$ cat src/rtl/midi_tx.sv
// ---------------------------------------------------------------------------
// midi_tx
//
// Serial MIDI transmitter. A note event (note on/off, channel, key number,
// velocity) is captured on a send strobe. It is shifted out on a UART line as
// a 3-byte MIDI channel-voice message: status, data1, data2. Each byte is
// framed as 1 start bit, 8 data bits LSB first and 1 stop bit. Every bit lasts
// CLKS_PER_BIT clocks. The default of 2080 clocks gives 31250 baud from the
// 65 MHz system clock.
//
// With RUNNING_STATUS=1, the status byte is left out when it matches the last
// status byte that went out on the line. The message is then only 2 bytes.
//
// Ports:
//   clock      in   65 MHz system clock, single clock domain
//   reset      in   synchronous, active-high
//   send       in   request strobe, accepted only while busy is low
//   note_on    in   1 = Note On (0x9n), 0 = Note Off (0x8n)
//   channel    in   MIDI channel n, 0..15
//   key_index  in   note number, sent as data byte 1
//   velocity   in   velocity, sent as data byte 2
//   serial     out  UART TX line, idle high, driven straight from a flop
//   busy       out  high while a message is on the line
//   done       out  one-cycle pulse after the last stop bit completes
// ---------------------------------------------------------------------------
module midi_tx #(
  parameter int CLKS_PER_BIT   = 2080,
  parameter int CNT_W          = 12,
  parameter int RUNNING_STATUS = 0
) (
  input  logic       clock,
  input  logic       reset,
  input  logic       send,
  input  logic       note_on,
  input  logic [3:0] channel,
  input  logic [6:0] key_index,
  input  logic [6:0] velocity,
  output logic       serial,
  output logic       busy,
  output logic       done
);

  typedef enum logic [2:0] {
    IDLE,
    START,
    DATA,
    STOP,
    DONE
  } state_t;

  localparam logic [CNT_W-1:0] BIT_LAST = CNT_W'(CLKS_PER_BIT - 1);

  state_t           state;
  logic [CNT_W-1:0] bit_cnt;
  logic [2:0]       bit_idx;
  logic [1:0]       byte_idx;
  logic [7:0]       shift_reg;
  logic [7:0]       data1_r;
  logic [7:0]       data2_r;
  logic [7:0]       last_status;
  logic             last_valid;

  logic [7:0]       status_in;
  logic             skip_status;
  logic             bit_end;

  // Status byte for the event on the inputs. The status byte is skipped only
  // when running status is enabled and the same status byte has already gone
  // out since the last reset.
  always_comb begin
    status_in   = {1'b1, 2'b00, note_on, channel};
    skip_status = (RUNNING_STATUS != 0) && last_valid && (status_in == last_status);
    bit_end     = (bit_cnt == BIT_LAST);
  end

  // Transmit state machine. All outputs are registered, so serial never
  // glitches.
  // byte_idx 0/1/2 selects status/data1/data2. A running-status message
  // starts at index 1.
  // The DONE state doubles as an idle cycle, so a held send restarts there.
  // That leaves exactly one idle-high cycle between back-to-back messages.
  always_ff @(posedge clock) begin
    if (reset) begin
      state       <= IDLE;
      serial      <= 1'b1;
      busy        <= 1'b0;
      done        <= 1'b0;
      bit_cnt     <= '0;
      bit_idx     <= '0;
      byte_idx    <= '0;
      shift_reg   <= '0;
      data1_r     <= '0;
      data2_r     <= '0;
      last_status <= '0;
      last_valid  <= 1'b0;
    end else begin
      done <= 1'b0;
      case (state)
        IDLE, DONE: begin
          state  <= IDLE;
          serial <= 1'b1;
          busy   <= 1'b0;
          if (send) begin
            // Bit 7 of both data bytes is forced low.
            data1_r <= {1'b0, key_index};
            data2_r <= {1'b0, velocity};
            bit_cnt <= '0;
            bit_idx <= '0;
            serial  <= 1'b0;
            busy    <= 1'b1;
            state   <= START;
            if (skip_status) begin
              shift_reg <= {1'b0, key_index};
              byte_idx  <= 2'd1;
            end else begin
              shift_reg   <= status_in;
              byte_idx    <= 2'd0;
              last_status <= status_in;
              last_valid  <= 1'b1;
            end
          end
        end

        START: begin
          if (bit_end) begin
            bit_cnt <= '0;
            bit_idx <= '0;
            serial  <= shift_reg[0];
            state   <= DATA;
          end else begin
            bit_cnt <= bit_cnt + CNT_W'(1);
          end
        end

        // The shift register is pre-shifted, so the next bit to send is always
        // at index 1 when a bit period ends.
        DATA: begin
          if (bit_end) begin
            bit_cnt <= '0;
            if (bit_idx == 3'd7) begin
              serial <= 1'b1;
              state  <= STOP;
            end else begin
              bit_idx   <= bit_idx + 3'd1;
              shift_reg <= {1'b0, shift_reg[7:1]};
              serial    <= shift_reg[1];
            end
          end else begin
            bit_cnt <= bit_cnt + CNT_W'(1);
          end
        end

        STOP: begin
          if (bit_end) begin
            bit_cnt <= '0;
            if (byte_idx == 2'd2) begin
              serial <= 1'b1;
              busy   <= 1'b0;
              done   <= 1'b1;
              state  <= DONE;
            end else begin
              byte_idx  <= byte_idx + 2'd1;
              shift_reg <= (byte_idx == 2'd0) ? data1_r : data2_r;
              serial    <= 1'b0;
              state     <= START;
            end
          end else begin
            bit_cnt <= bit_cnt + CNT_W'(1);
          end
        end

        default: begin
          state  <= IDLE;
          serial <= 1'b1;
          busy   <= 1'b0;
        end
      endcase
    end
  end

endmodule

$ cat config.mk
export PLATFORM = sky130hd
export DESIGN_NAME = midi_tx
export DESIGN_NICKNAME = d
export VERILOG_FILES = /design/src/rtl/midi_tx.sv
export SDC_FILE = /design/constraint.sdc
export NUM_CORES = 1
export LEC_CHECK = 0
export BUFFER_PORTS_ARGS = -buffer_cell sky130_fd_sc_hd__buf_2
export CAP_MARGIN = 10
export CORE_UTILIZATION = 40
export CTS_CLUSTER_DIAMETER = 40
export CTS_CLUSTER_SIZE = 40
export DETAILED_ROUTE_END_ITERATION = 6
export PLACE_DENSITY = 0.63
export SYNTH_ARGS = -nofsm -noshare
export SYNTH_HDL_FRONTEND = slang
export SYNTH_SLANG_ARGS = --single-unit
$ cat constraint.sdc
create_clock -name clock -period 2.4 [get_ports clock]
set_clock_uncertainty 0.1 [all_clocks]
set_input_delay 0.48 -clock clock [delete_from_list [all_inputs] [get_ports clock]]
set_output_delay 0.48 -clock clock [all_outputs]
set_load 0.05 [all_outputs]
# ---- Word level (Yosys, flattened, before mapping)
# Cells that the tools add are included.
dict set report totals {
  ff_bits 45
  inputBits 22
  out_inout_bits 3
  elab_cells 86
}
dict set report op_classes {
  addsub 3
  n_eq_ne 15
  muxes 37
  bitwise_logic 3
  reduce_logical 18
}
# operator n
set op_table {}
lappend op_table {{8-bit 2-to-1 mux} 5}
lappend op_table {{3-bit 2-to-1 mux} 9}
lappend op_table {{12-bit 2-to-1 mux} 2}
lappend op_table {{12-bit case mux with 2 select lines} 1}
lappend op_table {{8-bit case mux with 3 select lines} 1}
lappend op_table {{2-bit != test, second input constant} 8}
lappend op_table {{12-bit by 1-bit adder with 12-bit output, second input constant} 1}
lappend op_table {{12-bit equality test, second input constant} 1}
lappend op_table {{3-bit case mux with 4 select lines} 1}
lappend op_table {{1-bit 2-to-1 mux} 10}
lappend op_table {{3-bit case mux with 3 select lines} 1}
lappend op_table {{4-bit AND reduction} 2}
lappend op_table {{7-bit 2-to-1 mux} 1}
lappend op_table {{3-bit by 2-bit equality test with 1-bit output, second input constant} 2}
lappend op_table {{3-bit equality test, second input constant} 2}
lappend op_table {{2-bit 2-to-1 mux} 3}
lappend op_table {{3-bit AND reduction} 2}
lappend op_table {{6-bit AND reduction} 1}
lappend op_table {{3-bit nonzero test} 2}
lappend op_table {{3-bit OR reduction} 2}
lappend op_table {{5-bit AND reduction} 1}
lappend op_table {{1-bit case mux with 4 select lines} 1}
lappend op_table {{2-bit case mux with 2 select lines} 1}
lappend op_table {{2-bit AND reduction} 2}
lappend op_table {{other kinds (10)} 14}

# ---- Depth between registers and ports, before layout
dict set report logic_depth {
  ltp_word 5
  ltp_mapped 8
  depth_no_buf 7
}

# ---- Worst setup path before layout
# Ideal clock, no wire load.
dict set report synth_timing {
  kind {register to register}
  from {register bit_cnt[0]}
  to {register bit_cnt[9]}
  arrival_ns 1.679
  required_ns 2.225
  slack_ns 0.546
  path_stages_with_launch 7
  period_less_slack_ns 1.854
  path_cell_list {dfxtp_1 > ha_1 > and4_1 > buf_2 > and3_1 > or4_1 > a31oi_1}
}
dict set report synth_via {
  elab_chain_cells 3
  elab_cells_between_ends 4
}
# item line_no
set synth_lines {}
lappend synth_lines {{start: declaration} 54} ;# logic [CNT_W-1:0] bit_cnt;
lappend synth_lines {{start signal: assignment} 131} ;# bit_cnt <= bit_cnt + CNT_W'(1);
lappend synth_lines {{start signal: assignment} 149} ;# bit_cnt <= bit_cnt + CNT_W'(1);
lappend synth_lines {{start signal: assignment} 168} ;# bit_cnt <= bit_cnt + CNT_W'(1);
lappend synth_lines {{12-bit by 1-bit adder with 12-bit output / 12-bit equality test (equally long branches)} n/a}
lappend synth_lines {{12-bit 2-to-1 mux *} {125, 138, 154}}
lappend synth_lines {{12-bit case mux with 2 select lines *} 98} ;# case (state)
# Every way passes the cells marked *; elsewhere a longest branch is shown, timed or not.
# A chain may end at the register's enable or synchronous reset.

# ---- Worst setup path in the final report
dict set report layout_timing {
  from {register bit_cnt[0]}
  to {register shift_reg[5]}
}
dict set report layout_via {
  elab_chain_cells 3
  elab_cells_between_ends 4
}
# item line_no
set layout_lines {}
lappend layout_lines {{12-bit equality test *} 73} ;# bit_end = (bit_cnt == BIT_LAST);
lappend layout_lines {{2-bit != test (no source line)} n/a}
lappend layout_lines {{6-bit AND reduction (no source line) *} n/a}
lappend layout_lines {{end signal: assignment} 113} ;# shift_reg <= {1'b0, key_index};
lappend layout_lines {{end signal: assignment} 116} ;# shift_reg <= status_in;
lappend layout_lines {{end signal: assignment} 145} ;# shift_reg <= {1'b0, shift_reg[7:1]};
lappend layout_lines {{end: declaration} 57} ;# logic [7:0] shift_reg;
# Marked as above.

==> reports/results.txt <==
Clock slew at reported path FFs = 0.08 ns
Cell Area, Synth = 0.00219 sq mm
Largest area contributor in the netlist = dfxtp_1
Fill count = 504
Residual DRC = 0
Final Net Count = 303
Port Buffers = 24
Pre-CTS WS = 0.393 ns
Final period utilization = 0.836
Crit path largest cell delay = 0.40 ns
Maximum buffer depth of the clock tree = 2
Site Rows = 26
Maximum clock frequency = 498 MHz
Arrival time worst endpoint = 2.08 ns
Ys Warns = 0
R2r setup slk = 0.39 ns
Post-synth top area share = 0.412
DRT antenna net count = 0
Setup crit end = shift_reg[5]
Hold buffer count at CTS = 0
Drt via density = 5.20
Final Max Slew Viols = 0
P_sw = 0.369 mW
Synth Net Count = 282
Core box area = 0.00517 sq mm
Setup WS post-layout = 0.393 ns
Startpoint types = flop
DRT Pass-1 Iters = 5
DRT iter0 DRCs = 79
Ys async rst share = 0
Pint = 1.18 mW
RSZ-0062 raised after global routing = no
Relative slew slack = 0.644
Synth Register Bits = 45
Post-CTS Resized = 0
Fraction of layout instances using a drive strength above 1 = 0.188
Final setup TNS = 0 ns
Main synth FF type = dfxtp_1
Layout area overhead = 13.6%
Via count = 1806
Critical Path Fanout Max = 12
Max VDD drop = 207 uV
Yosys cell types = 45
Final setup viols = 0
Logic pwr share = 0.103
Cell with the most instances after synthesis = dfxtp_1
I/O Pins = 25
Worst setup EP type = flop
CTS tree = built
Pleak = 0.978 nW
Register area = 901 sq um
Final Non-Filler Cells = 347
Status = completed
Final hold viol count = 0
Die span in x = 75.9 microns
Top post-synthesis cells by count = 45 x dfxtp_1, 37 x nand2_1, 34 x a21oi_1, 25 x nor2_1, 12 x mux2i_1
Placed cells = 339
Max-cap violation count = 0
Total CTS buffers = 5
Power Density = 622 mW/mm^2
Multi-input logic area = 0.00120 sq mm
Least-Margin Pin Slew = 0.534 ns
Switching share of power = 0.239
Max reg flops = 12
Crit. Startpoint = bit_cnt[0]
Routed len/inst = 13.0 microns
Initial Utilization = 0.423
Tot GR Track Use = 0.165
Worst EP required = 2.48 ns
Aggregate global routing overflow = 0
Pin count of the biggest net entering global routing = 23
Crit-path cells = ha_1 > and4_1 > nand3_4 > o21ai_4 > mux2i_1 > nor2_1
Mapped Avg Cell Area = 8.57 sq um
Crit path kind = flop to flop
DP HPWL = 3170 microns
Minimum clock period = 2.01 ns
Vias in the first global route = 1659
First-pass GRT wire length = 7760 microns
Worst hold-check path type = primary input to flop
Worst r2r path cells = 6
Postcts setup bufs = 0
Flop pwr share = 0.516
Initial antenna violation count = 0
Clk sinks = 45
Synth area leaders = dfxtp_1 41%, a21oi_1 7.8%, nand2_1 6.4%
Reg-to-reg endpoint = shift_reg[5]
Number of enable flip-flop cells after synthesis = 0
H-tree levels = 2
Area of the die = 0.00576 sq mm
Mapped Cells = 255
Chip height = 75.9 microns
Sequential element share of the synthesized area = 0.412
Worst-Skew Late Latency = 0.29 ns
Clock power share = 0.382
CP max-delay cell = dfxtp_1
Diode count = 0
Root Driver = clkbuf_8
Hold_ws = 0.313 ns
Final WL = 4510 microns
Routability cong. = 0.748
R2r startpoint = bit_cnt[0]
## critical path: cells and delay by family, from the launching register on
kind / cells / cell delay [ns]
and+or+nand+nor: 3 / 0.53
AOI/OAI and AO/OA: 1 / 0.40
adders and majority gates: 1 / 0.21
muxes: 1 / 0.24
DFF: 1 / 0.40
## final cells by class
type / instances / area share
flip-flops and latches: 45 / 0.363
inverters: 4 / 0.00605
well taps: 70 / 0.0353
multi-input cells: 191 / 0.484
clock buffers: 6 / 0.0333
repair buffers: 29 / 0.0635
clock inverters: 2 / 0.0151
## per-stage QoR
stage	total power, mW	utilization	area (sq um)
2_1_floorplan	0.925	-	2190
3_3_place_gp	0.971	0.457	2360
3_5_place_dp	0.974	0.457	2360
4_1_cts	1.57	0.480	2480
5_1_grt	1.62	0.480	2480
6_report	1.54	0.480	2480
## layer usage
layer / GRT usage / share of wire / up-vias
met5: 0 / 0 / -
met4: 0.0577 / 0.014 / 0
met3: 0.0373 / 0.050 / 5
met2: 0.240 / 0.42 / 41
met1: 0.238 / 0.52 / 822
li1: - / - / 938
## cell usage in the layout (no fill, tap or decap), drive strengths merged, types with 2 or more instances in the layout
cell    count
nor2       25
a31oi       2
clkbuf      6
xor2        7
and3        4
xnor2       2
o21ai      10
nand2      37
o22ai       2
nor3b       2
or3b        2
nor3        3
or4         2
dfxtp      45
nand3      10
and4        2
a211oi      7
a21oi      34
nand2b      3
inv         4
o21bai      2
nand4       4
mux2i      12
nor2b       2
buf        29
or3         3
ha          5
a22oi       2
## power groups by stage
stage          Sequential, mW  Combinational, mW  Clock, mW
2_1_floorplan           0.815              0.110          0
3_3_place_gp            0.813              0.158          0
3_5_place_dp            0.814              0.160          0
4_1_cts                 0.797              0.160      0.611
5_1_grt                 0.801              0.177      0.644
6_report                0.797              0.159      0.589
## worst min path at each step
stage | from | slack [ns] | depth (start not counted) | end
2_1_floorplan | data2_r[0] | 0.34 | 2 | data2_r[0]
3_3_place_gp | data2_r[5] | 0.34 | 2 | data2_r[5]
3_5_place_dp | data2_r[5] | 0.35 | 2 | data2_r[5]
4_1_cts | key_index[5] | 0.30 | 3 | data1_r[5]
5_1_grt | velocity[0] | 0.30 | 3 | data2_r[0]
6_report | key_index[5] | 0.31 | 3 | data1_r[5]
## cell families (layout without fill, tap and decap cells)
| logic type | Yosys count | after routing | share of synthesized area |
|---|---|---|---|
| mux | 12 | 12 | 0.0550 |
| buf+inv | 19 | 41 | 0.0383 |
| compound gates | 63 | 63 | 0.188 |
| fa+ha+maj | 5 | 5 | 0.0286 |
| simple gates | 102 | 102 | 0.242 |
| xor+xnor | 9 | 9 | 0.0361 |
| flops | 45 | 45 | 0.412 |
(Power assumes the default switching activity.)
